`src/rtl/reg_scoreboard.sv`:
```
// reg_scoreboard: per-register pending-write counters for in-order issue.
// An instruction in ID may issue only when neither of its sources has an
// uncommitted older write and its destination counter has room for another
// in-flight write. WB commits retire pending writes one at a time.
//
// Handshake: issue_fire = issue_valid & issue_ready & exe_allow_in & ~flush.
// issue_ready depends only on registered counter state and the current ID
// operands; it never looks at exe_allow_in, flush or the WB port, so a WB in
// the same cycle does not clear busy (busy drops the cycle after the WB edge).
module reg_scoreboard #(
   parameter int NREG  = 32,
   parameter int CNT_W = 2
) (
   input  logic       clk,
   input  logic       reset,
   input  logic       issue_valid,
   input  logic       issue_rf_w_en,
   input  logic [4:0] issue_w_addr,
   input  logic       src1_used,
   input  logic [4:0] src1_addr,
   input  logic       src2_used,
   input  logic [4:0] src2_addr,
   input  logic       exe_allow_in,
   input  logic       flush,
   input  logic       wb_w_en,
   input  logic [4:0] wb_w_addr,
   output logic       src1_busy,
   output logic       src2_busy,
   output logic       issue_ready,
   output logic       issue_fire,
   output logic [4:0] pending_total,
   output logic       idle
);

   localparam logic [CNT_W-1:0] CNT_MAX = {CNT_W{1'b1}};
   localparam int MAX_SUM = NREG * ((1 << CNT_W) - 1);
   localparam int RAW_W   = $clog2(MAX_SUM + 1);
   // Exact running total is kept wide enough to never wrap; the port saturates.
   localparam int TOT_W   = (RAW_W < 6) ? 6 : RAW_W;

   logic [CNT_W-1:0] cnt_q [NREG];
   logic [CNT_W-1:0] cnt_d [NREG];
   logic [TOT_W-1:0] total_q;
   logic [TOT_W-1:0] total_d;

   logic [CNT_W-1:0] src1_cnt;
   logic [CNT_W-1:0] src2_cnt;
   logic [CNT_W-1:0] dest_cnt;
   logic [CNT_W-1:0] wb_cnt;
   logic             dest_full;
   logic             inc_en;
   logic             dec_en;
   logic             up;
   logic             dn;

   // Counter lookups for each port; addresses beyond NREG read as zero.
   always_comb begin
      src1_cnt = '0;
      src2_cnt = '0;
      dest_cnt = '0;
      wb_cnt   = '0;
      if (32'(src1_addr) < NREG)    src1_cnt = cnt_q[src1_addr];
      if (32'(src2_addr) < NREG)    src2_cnt = cnt_q[src2_addr];
      if (32'(issue_w_addr) < NREG) dest_cnt = cnt_q[issue_w_addr];
      if (32'(wb_w_addr) < NREG)    wb_cnt   = cnt_q[wb_w_addr];
   end

   // Hazard detection and issue handshake, zero latency from registered state.
   always_comb begin
      src1_busy   = src1_used & (src1_addr != 5'd0) & (src1_cnt != '0);
      src2_busy   = src2_used & (src2_addr != 5'd0) & (src2_cnt != '0);
      dest_full   = issue_rf_w_en & (issue_w_addr != 5'd0) & (dest_cnt == CNT_MAX);
      issue_ready = ~src1_busy & ~src2_busy & ~dest_full;
      issue_fire  = issue_valid & issue_ready & exe_allow_in & ~flush;
      // flush is already folded into issue_fire, so a squashed issue never counts.
      inc_en      = issue_fire & issue_rf_w_en & (issue_w_addr != 5'd0);
      // A commit to an idle register is ignored rather than underflowing.
      dec_en      = wb_w_en & (wb_w_addr != 5'd0) & (wb_cnt != '0);
   end

   // Next counter values: +1 on issue, -1 on commit, unchanged when both hit.
   always_comb begin
      up = 1'b0;
      dn = 1'b0;
      for (int r = 0; r < NREG; r++) begin
         up       = inc_en && (32'(issue_w_addr) == r);
         dn       = dec_en && (32'(wb_w_addr) == r);
         cnt_d[r] = cnt_q[r];
         if (up && !dn)      cnt_d[r] = cnt_q[r] + 1'b1;
         else if (!up && dn) cnt_d[r] = cnt_q[r] - 1'b1;
      end
      total_d = total_q + TOT_W'(inc_en) - TOT_W'(dec_en);
   end

   // State registers; reset wins over any issue or commit in the same cycle.
   always_ff @(posedge clk) begin
      if (reset) begin
         for (int r = 0; r < NREG; r++) cnt_q[r] <= '0;
         total_q <= '0;
      end else begin
         for (int r = 0; r < NREG; r++) cnt_q[r] <= cnt_d[r];
         total_q <= total_d;
      end
   end

   // Registered total presented saturated to the 5-bit port.
   always_comb begin
      pending_total = (total_q > TOT_W'(31)) ? 5'd31 : total_q[4:0];
      idle          = (total_q == '0);
   end

endmodule

```
`config.mk`:
```
export PLATFORM = sky130hd
export DESIGN_NAME = reg_scoreboard
export DESIGN_NICKNAME = d
export VERILOG_FILES = /design/src/rtl/reg_scoreboard.sv
export SDC_FILE = /design/constraint.sdc
export NUM_CORES = 1
export LEC_CHECK = 0
export ABC_AREA = 1
export BUFFER_PORTS_ARGS = -buffer_cell sky130_fd_sc_hd__buf_4
export CORE_UTILIZATION = 45
export DETAILED_ROUTE_END_ITERATION = 8
export SETUP_SLACK_MARGIN = 0.05
export SKIP_LAST_GASP = 1
export SYNTH_ARGS = -nofsm -noshare
export SYNTH_HDL_FRONTEND = slang
export SYNTH_SLANG_ARGS = --single-unit
```
`constraint.sdc`:
```
create_clock -name clk -period 4.6 [get_ports clk]
set_input_delay 0.92 -clock clk [delete_from_list [all_inputs] [get_ports clk]]
set_output_delay 0.92 -clock clk [all_outputs]
set_load 0.05 [all_outputs]
```
[Word level (Yosys, flattened, before mapping)]
Memories as Yosys holds them, arrays and structs flattened.
Index checks and enable logic that the tools add are counted.
Storage, ports and cells
  bits in registers: 7
  memory bits (writable): 64
  output and inout bits: 10
  logic and storage cells: 485
  memories: 1
Operators by class
  $add $sub $neg: 66
  $lt $le $gt $ge: 1
  equality and inequality tests: 63
  multiplexer cells: 100
  bitwise operators: 51
  reduce and logical (&&, ||, !) cells: 202
Memories
  cnt_q: depth 32, bits a word 2, rd ports 36, clocked after memory_dff 0, wr ports 32, RTL line 41  | logic [CNT_W-1:0] cnt_q [NREG];
Operators by type and width (count)
  $mux 2: 96
  $eq 5x5->1 const B: 32
  $logic_and 1x1->1: 128
  $eq 5x4->1 const B: 16
  $add 2x1->2 const B: 32
  $logic_not 1->1: 64
  $sub 2x1->2 const B: 32
  $eq 5x3->1 const B: 8
  $or 1x1->1: 32
  $eq 5x2->1 const B: 4
  $reduce_bool 5->1: 4
  $and 1x1->1: 15
  $eq 5x1->1 const B: 2
  $logic_not 5->1: 2
  $add 7x1->7: 1
  $gt 7x5->1 const B: 1
  $logic_not 7->1: 1
  $sub 7x1->7: 1
  $reduce_bool 2->1: 3
  $mux 5: 1
  $not 1->1: 4
  $mux 1: 3
  $eq 2x2->1 const B: 1

[Logic depth before layout (Yosys ltp)]
Gate-level depths: netlist of run 1.
  depth after elaboration: 17
  mapped depth: 32

[Worst setup path after synthesis of run 1]
No wires, ideal clock.
  path kind: input port to flip-flop
  start: input issue_w_addr[0]
  end: register total_q[6]
  library setup time: 71 ps
  arrival time: 4254 ps
  data required time: 4529 ps
  setup slack: 275 ps
  stages on the path: 29
  buffers on the path: 3
  path through: buf_4 > buf_6 > nand2_4 > inv_2 > nand2_1 > nand4_1 > nand2_1 > nand2_1 > nor2_1 > nor2_1 > nor2_1 > nor2_2 > nor2_4 > nand3_4 > buf_8 > ha_1 > inv_1 > ha_1 > fa_1 > nand2_1 > inv_1 > nor2_1 > nor2_1 > nor2_1 > nor2_1 > nor2_1 > o21bai_1 > or2_2 > a21oi_1
On the way
  longest elaborated chain between the ends: 12
  elaborated cells on any way between the ends: 14
  classes of those cells: 2 x add/sub; 1 x eq/ne; 9 x bitwise; 1 x reduce/logical; 1 x memory
RTL lines
  from (decl): RTL line 18  | input logic [4:0] issue_w_addr,
  $mem_v2 32x2 or $reduce_bool 5->1 (tied branches)
  $eq 2x2->1 or $and 1x1->1 (tied branches): RTL line 72  | dest_full = issue_rf_w_en & (issue_w_addr != 5'd0) & (dest_cnt == CNT_MAX);
  $and 1x1->1 *: RTL line 72
  $not 1->1 *: RTL line 73  | issue_ready = ~src1_busy & ~src2_busy & ~dest_full;
  $and 1x1->1 *: RTL line 73
  named net issue_ready: RTL line 29  | output logic issue_ready,
  $and 1x1->1 * (3 in a row): RTL line 74  | issue_fire = issue_valid & issue_ready & exe_allow_in & ~flush;
  $and 1x1->1 * (2 in a row): RTL line 76  | inc_en = issue_fire & issue_rf_w_en & (issue_w_addr != 5'd0);
  $add 7x1->7 *: RTL line 92  | total_d = total_q + TOT_W'(inc_en) - TOT_W'(dec_en);
  $sub 7x1->7 *: RTL line 92
  to (signal assigned): RTL line 102  | total_q <= total_d;
  to (decl): RTL line 43  | logic [TOT_W-1:0] total_q;
The timed path passes the listed nets; every way through them passes the cells marked *.
A chain may end at the register's enable or synchronous reset.

[Worst setup path in the final report of run 1]
  start: input src1_addr[0]
  end: register total_q[6]
On the way
  longest elaborated chain between the ends: 13
  elaborated cells on any way between the ends: 15
  classes of those cells: 2 x add/sub; 10 x bitwise; 2 x reduce/logical; 1 x memory
RTL lines
  from (decl): RTL line 20  | input logic [4:0] src1_addr,
  $mem_v2 32x2 or $reduce_bool 5->1 (tied branches)
  $reduce_bool 2->1 or $and 1x1->1 (tied branches): RTL line 70  | src1_busy = src1_used & (src1_addr != 5'd0) & (src1_cnt != '0);
  $and 1x1->1 *: RTL line 70
  $not 1->1 *: RTL line 73
  $and 1x1->1 * (2 in a row): RTL line 73
  $and 1x1->1 * (3 in a row): RTL line 74
  $and 1x1->1 * (2 in a row): RTL line 76
  $add 7x1->7 *: RTL line 92
  $sub 7x1->7 *: RTL line 92
Every way passes the cells marked *; elsewhere a longest branch is shown, timed or not.

==> flow_summary_export.csv, run 1 <==
group,metric,value,unit
status,status,"finished, final reports clean",
global_routing,grt_max_degree,72,
cts,ctsResizeCount,0,
global_routing,met1_usage,0.3821,
pwr,pwr-share-comb,0.293,
route,detail-route-antenna-nets,0,
cts,cts_setup_buffers,0,
global_routing,grt.busiest_layer,"met2",
sta,rsz0062_at_grt,"no",
sta,setup_viol,0,
cts,hold_buffers,0,
floorplan,io_pins,39,
route,wl_per_cell,16.79,µm
pwr,p_leak,2.770,nW
floorplan,start_util,0.4593,
synthesis,ys_seq_area_frac,0.2346,
synthesis,ys_types,32,
sta,drv_slew,0,
synthesis,syn-cell-area,0.006058,mm²
global_routing,grtUsageMet3,0.03731,
floorplan,row_count,42,
job,maxCapViolations,0,
sta,maxSlewHeadroom,0.5125,
synthesis,synth_area_leader_cell,"dfxtp_1",
global_routing,grt_pass1_wl,31120,µm
synthesis,yosys_warnings,0,
route,wirelength,19900,µm
synthesis,syn-num-nets,1047,
layout,layout-drive-gt1-share,0.1130,
place,io_buffers,38,
global_routing,antenna_found_initial,0,
pwr,pwr-share-seq,0.339,
cts,path_clk_slew,0.06,ns
place,gp_congestion,1.027,
synthesis,synth_seq_cells,71,
global_routing,grt_use_met2,0.4713,
cts,worstSkewPairLatency,0.35,ns
pwr,p_sw,669.7,µW
sta,setup_tns,0,ns
layout,num-fill-cells,1441,
cts,htree_levels,3,
global_routing,grt-ovfl-total,0,
worst_setup_path,crit_arrival,4.42,ns
sta,fin_crit_sh,0.9016,
worst_setup_path,rrSetupSlack,1.00,ns
floorplan,fp.dieW,118.0,µm
global_routing,grt_usage,0.2924,
route,viasPerCell,5.354,
layout,seqCellArea,0.001421,mm²
pwr,peakVddDrop,183.5,µV
cts,numCtsBuffers,9,
sta,worst_pin_slew,0.7312,ns
layout,multi_input_comb_area,0.003986,mm²
cts,ctsLongestPathBuffers,2,
layout,syn_to_final_growth,12.00,%
pwr,p_int,1.260,mW
worst_setup_path,cp-end-kind,"flop",
worst_setup_path,crit_fanout,5,
sta,skew,0.009661,ns
floorplan,die_h,118.0,µm
sta,period_needed,4.147,ns
route,drcViolationCount,0,
cts,tritoncts,"built",
layout,final_cell_mix,"nand2_1 (219), inv_1 (113), a21oi_1 (103)",
global_routing,grt_pass1_vias,5834,
synthesis,synth_cells,973,
worst_setup_path,path_class,"input pin to flop",
hold_path,hp-class,"flop to flop",
place,place_area,0.006499,mm²
pwr,sw_frac_of_total,0.3470,
worst_setup_path,cp-start-kind,"input pin",
route,drt-initial-drc-count,491,
synthesis,synth_top_area_frac,0.2346,
sta,clock.fmax,0.2411,GHz
sta,hold_viol,0,
layout,layout_commonest_cell,"nand2_1",
synthesis,synthTopCellsByArea,"dfxtp_1 (23%), nand2_1 (14%), ha_1 (9.1%), a21oi_1 (8.5%), o21ai_0 (7.4%)",
pwr,clkPwrFrac,0.368,
floorplan,die_area,0.01393,mm²
layout,stdcell_area,0.006785,mm²
cts,cts.sinks,71,
layout,n_antenna_cell,0,
route,vias,6345,
pwr,power_density,284.4,mW/mm²
floorplan,core,0.01319,mm²
place,dp_hpwl,14880,µm
cts,cts_root_buf,"clkbuf_16",
synthesis,syn_area_per_cell,6.226,µm²
route,dr.pass1.iters,5,
layout,nets,1081,
worst_setup_path,cp.required,4.88,ns
registers in the layout (all words and copies together) (netlist names):
signal and flops:
cnt_q 64, total_q 7
Yosys cell counts:
| cell | n |
|---|---|
| a31oi_1 | 1 |
| inv_2 | 5 |
| o31ai_1 | 1 |
| nor3_1 | 4 |
| nand4_1 | 5 |
| fa_1 | 1 |
| buf_2 | 10 |
| o211ai_1 | 5 |
| buf_4 | 3 |
| xor2_1 | 3 |
| nor2_4 | 2 |
| o22ai_1 | 3 |
| inv_1 | 113 |
| nand3_4 | 1 |
| nand2_1 | 219 |
| nand3_1 | 70 |
| o21bai_1 | 29 |
| ha_1 | 44 |
| o21ai_0 | 89 |
| nor2_1 | 96 |
| nor2_2 | 35 |
| dfxtp_1 | 71 |
| or2_2 | 1 |
| a21oi_1 | 103 |
| nand2_4 | 1 |
| a22oi_1 | 1 |
| o221ai_1 | 2 |
| nor3b_1 | 3 |
| buf_6 | 3 |
| buf_8 | 3 |
| clkbuf_1 | 15 |
| o21a_1 | 31 |
stage by stage:
stage                     hold slack [ns]  total power, mW  worst slack (ns)  std cells    util
final                              0.4611            1.930            0.4527       1185  0.5144
after detailed placement           0.4517            1.230            0.1722       1172  0.4927
after CTS                          0.4601            1.932            0.5026       1185  0.5144
after global placement             0.4484            1.229            0.1202       1172  0.4927
after floorplan                    0.4258            1.062            0.2752        973       -
after global routing               0.4889            2.017           0.08970       1185  0.5144
cell type report:
class,instances,share of cell area
clock inverter,1,0.004426
multi-input combinational,750,0.5875
timing repair buffer,57,0.06306
tap,176,0.03245
sequential,71,0.2095
clock buffer,12,0.03780
inverter,118,0.06528
cells by family after synthesis:
logic type	share of synthesized area
buffers and inverters	0.1074
flip-flops	0.2346
AND/OR/NAND/NOR	0.3108
XOR/XNOR	0.004338
adder cells (fa/ha/maj)	0.09418
AO/OA/AOI/OAI	0.2487
routing by layer:
metal	wire, µm	share of wire	vias to the layer above
met5	0	0	-
met3	1326	0.067	49
met1	8875	0.45	2806
met4	770	0.039	0
met2	8925	0.45	213
li1	-	-	3277
critical path, cell delays in order:
cell and delay [ns]:
buf_4 0.13, nor2_1 0.36, inv_1 0.20, o21ai_0 0.18, o21ai_0 0.11, nor2_1 0.09
nand2_1 0.07, nand3_1 0.13, nand2_1 0.16, nor2_4 0.15, nand3_4 0.09, ha_1 0.29
inv_1 0.04, ha_1 0.19, fa_1 0.40, nand2_1 0.07, inv_1 0.05, nor2_1 0.08
nor2_1 0.06, nor2_1 0.08, nor2_1 0.05, nor2_1 0.08, o21bai_1 0.07, or2_2 0.27
a21oi_1 0.11
worst paths after layout:
kind / to / depth (start not counted) / startpoint
worst min register to register: cnt_q[0][1] / 2 / cnt_q[0][1]
worst min-delay path: cnt_q[0][1] / 2 / cnt_q[0][1]
worst max-delay path: total_q[6] / 25 / src1_addr[0]
worst max register to register: total_q[6] / 24 / cnt_q[25][1]
power by group through the flow:
stage	registers (mW)	clock network, mW	logic [mW]
5_1_grt	0.657	0.739	0.621
2_1_floorplan	0.662	0	0.400
3_5_place_dp	0.668	0	0.562
3_3_place_gp	0.667	0	0.562
4_1_cts	0.654	0.715	0.564
6_report	0.654	0.711	0.565
Note: power is estimated with default switching activity, not from simulation.
==> inputs of run 2 (changes only) <==
--- a/config.mk
+++ b/config.mk
@@ -7,7 +7,9 @@
 export LEC_CHECK = 0
 export ABC_AREA = 1
 export BUFFER_PORTS_ARGS = -buffer_cell sky130_fd_sc_hd__buf_4
+export CAP_MARGIN = 40
 export CORE_UTILIZATION = 45
+export CTS_BUF_LIST = sky130_fd_sc_hd__clkbuf_8
 export DETAILED_ROUTE_END_ITERATION = 8
 export SETUP_SLACK_MARGIN = 0.05
 export SKIP_LAST_GASP = 1
==> run 2 against run 1 <==
  * Flip-flop and latch count stayed put
  * Via count is 0.20% higher
  * Maximum frequency is 0.56% higher
  * Worst setup slack better by 0.023 ns
  * Register-to-register slack better by 0.06 ns
  * Highest routed layer unchanged
  * Clock power is 28% lower
  * Total power is 10% lower
  * Largest cell class unchanged
  * Routed wire length is 1.1% lower
  * Global-route usage is 0.22 points lower
==> flow_summary_export.csv, run 2 (same netlist as run 1, synthesis figures left out) <==
group,metric,value,unit
pwr,pwr-share-comb,0.326,
cts,cts.sinks,71,
sta,drv_slew,0,
sta,fin_crit_sh,0.8966,
pwr,peakVddDrop,183.4,µV
sta,rsz0062_at_grt,"no",
cts,tritoncts,"built",
sta,fin_ws,0.4759,ns
layout,final_cell_mix,"nand2_1 (219), inv_1 (114), a21oi_1 (103)",
worst_setup_path,path_depth,25,
sta,hold_viol,0,
worst_setup_path,rrSetupSlack,1.06,ns
worst_setup_path,crit_end,"total_q[6]",
route,dr.pass1.iters,6,
cts,path_clk_slew,0.07,ns
cts,hold_buffers,0,
layout,layout-drive-gt1-share,0.1130,
worst_setup_path,worst-path-buf-inv,4,
layout,layout_commonest_cell,"nand2_1",
worst_setup_path,cp_slowest_cell,"fa_1",
place,io_buffers,38,
sta,worst_pin_slew,0.7311,ns
sta,skew,0.01243,ns
worst_setup_path,max_stage_delay,0.40,ns
pwr,power_density,258.6,mW/mm²
job,maxCapViolations,0,
pwr,p_int,1.088,mW
global_routing,grt_usage,0.2902,
floorplan,die_h,118.0,µm
route,drt-initial-drc-count,465,
layout,largest_reg_flops,64,
pwr,p_sw,640.2,µW
worst_setup_path,crit_family,"simple AND/OR/NAND/NOR gates",
floorplan,io_pins,39,
sta,setup_viol,0,
floorplan,core,0.01319,mm²
layout,n_antenna_cell,0,
cts,ctsResizeCount,0,
cts,htree_levels,3,
sta,clock.fmax,0.2425,GHz
global_routing,antenna_found_initial,0,
cts,ctsLongestPathBuffers,2,
floorplan,start_util,0.4593,
cts,numCtsBuffers,9,
sta,whs,0.4640,ns
layout,largest_registers,"cnt_q: 64 flops, total_q: 7 flops",
worst_setup_path,r2r_end,"total_q[6]",
sta,maxSlewHeadroom,0.5126,
floorplan,fp.dieW,118.0,µm
sta,period_needed,4.124,ns
worst_setup_path,path_class,"input pin to flop",
pwr,pwr-share-seq,0.378,
worst_setup_path,cp-end-kind,"flop",
cts,worstSkewPairLatency,0.38,ns
floorplan,die_area,0.01393,mm²
worst_setup_path,worst-r2r-cell-count,26,
worst_setup_path,cp-start-kind,"input pin",
worst_setup_path,cp.required,4.90,ns
layout,num-fill-cells,1450,
worst_setup_path,r2r-start,"cnt_q[25][1]",
worst_setup_path,path_common_cell,"nor2_1",
place,dp_hpwl,14880,µm
status,status,"finished, final reports clean",
pwr,sw_frac_of_total,0.3704,
pwr,p_leak,2.728,nW
hold_path,hp-class,"flop to flop",
route,wirelength,19680,µm
pwr,clkPwrFrac,0.296,
global_routing,grt_max_degree,72,
worst_setup_path,startpoint,"src1_addr[0]",
global_routing,grt_pass1_wl,30880,µm
cts,cts_setup_buffers,0,
route,viasPerCell,5.365,
route,wl_per_cell,16.60,µm
cts,cts_root_buf,"clkbuf_8",
worst_setup_path,crit_fanout,5,
route,drcViolationCount,0,
route,vias,6358,
route,detail-route-antenna-nets,0,
layout,nets,1081,
place,dp_slack,0.1722,ns
global_routing,grt_pass1_vias,5809,
global_routing,grt-ovfl-total,0,
layout,syn_to_final_growth,10.33,%
sta,setup_tns,0,ns
worst_setup_path,crit_arrival,4.42,ns
pwr,power.total,1.729,mW
floorplan,row_count,42,
place,gp_congestion,1.027,
layout,top_register,"cnt_q",
run 2: cell types whose count changed in the layout (fill, tap and decap cells not counted), sizes merged:
cell / delta
clkbuf: -1
inv: +1
run 2: per-layer routing:
metal  GRT usage  share of wire  vias to the layer above
met5           0              0                        -
met4      0.1482          0.039                        0
met3     0.03876          0.072                       47
met2      0.4680           0.44                      239
met1      0.3775           0.44                     2800
li1            -              -                     3272
run 2: final cells by class:
cell class	instances	area, µm²	area share
Multi-Input combinational cell	750	3986	0.5964
Sequential cell	71	1421	0.2127
Clock buffer	11	151.4	0.02265
Tap cell	176	220.2	0.03295
Inverter	118	442.9	0.06627
Clock inverter	2	33.78	0.005054
Timing Repair Buffer	57	427.9	0.06402
run 2: worst min-delay path, stage by stage, from the launching register on:
cell	delay [ns]
dfxtp_1	0.32
inv_1	0.06
nor2_1	0.04
run 2: worst min-delay path by stage:
stage | start | cells after the start | slack, ns | to
after global placement | cnt_q[0][1] | 2 | 0.45 | cnt_q[0][1]
after floorplan | cnt_q[0][0] | 2 | 0.43 | cnt_q[0][0]
final | cnt_q[0][1] | 2 | 0.46 | cnt_q[0][1]
after global routing | cnt_q[0][0] | 2 | 0.49 | cnt_q[0][0]
after detailed placement | cnt_q[0][1] | 2 | 0.45 | cnt_q[0][1]
after CTS | cnt_q[0][1] | 2 | 0.46 | cnt_q[0][1]
run 2: metrics by stage:
stage / instances / util / area, µm²
detailed placement: 1172 / 0.4927 / 6499
CTS: 1185 / 0.5067 / 6684
finish: 1185 / 0.5067 / 6684
global placement: 1172 / 0.4927 / 6499
global route: 1185 / 0.5067 / 6684
floorplan: 973 / - / 6058
run 2: power groups by stage:
stage,Combinational [mW],Sequential (mW),Clock [mW]
floorplan,0.400,0.662,0
global placement,0.562,0.667,0
detailed placement,0.562,0.668,0
CTS,0.564,0.653,0.519
global route,0.621,0.656,0.544
finish,0.564,0.653,0.511
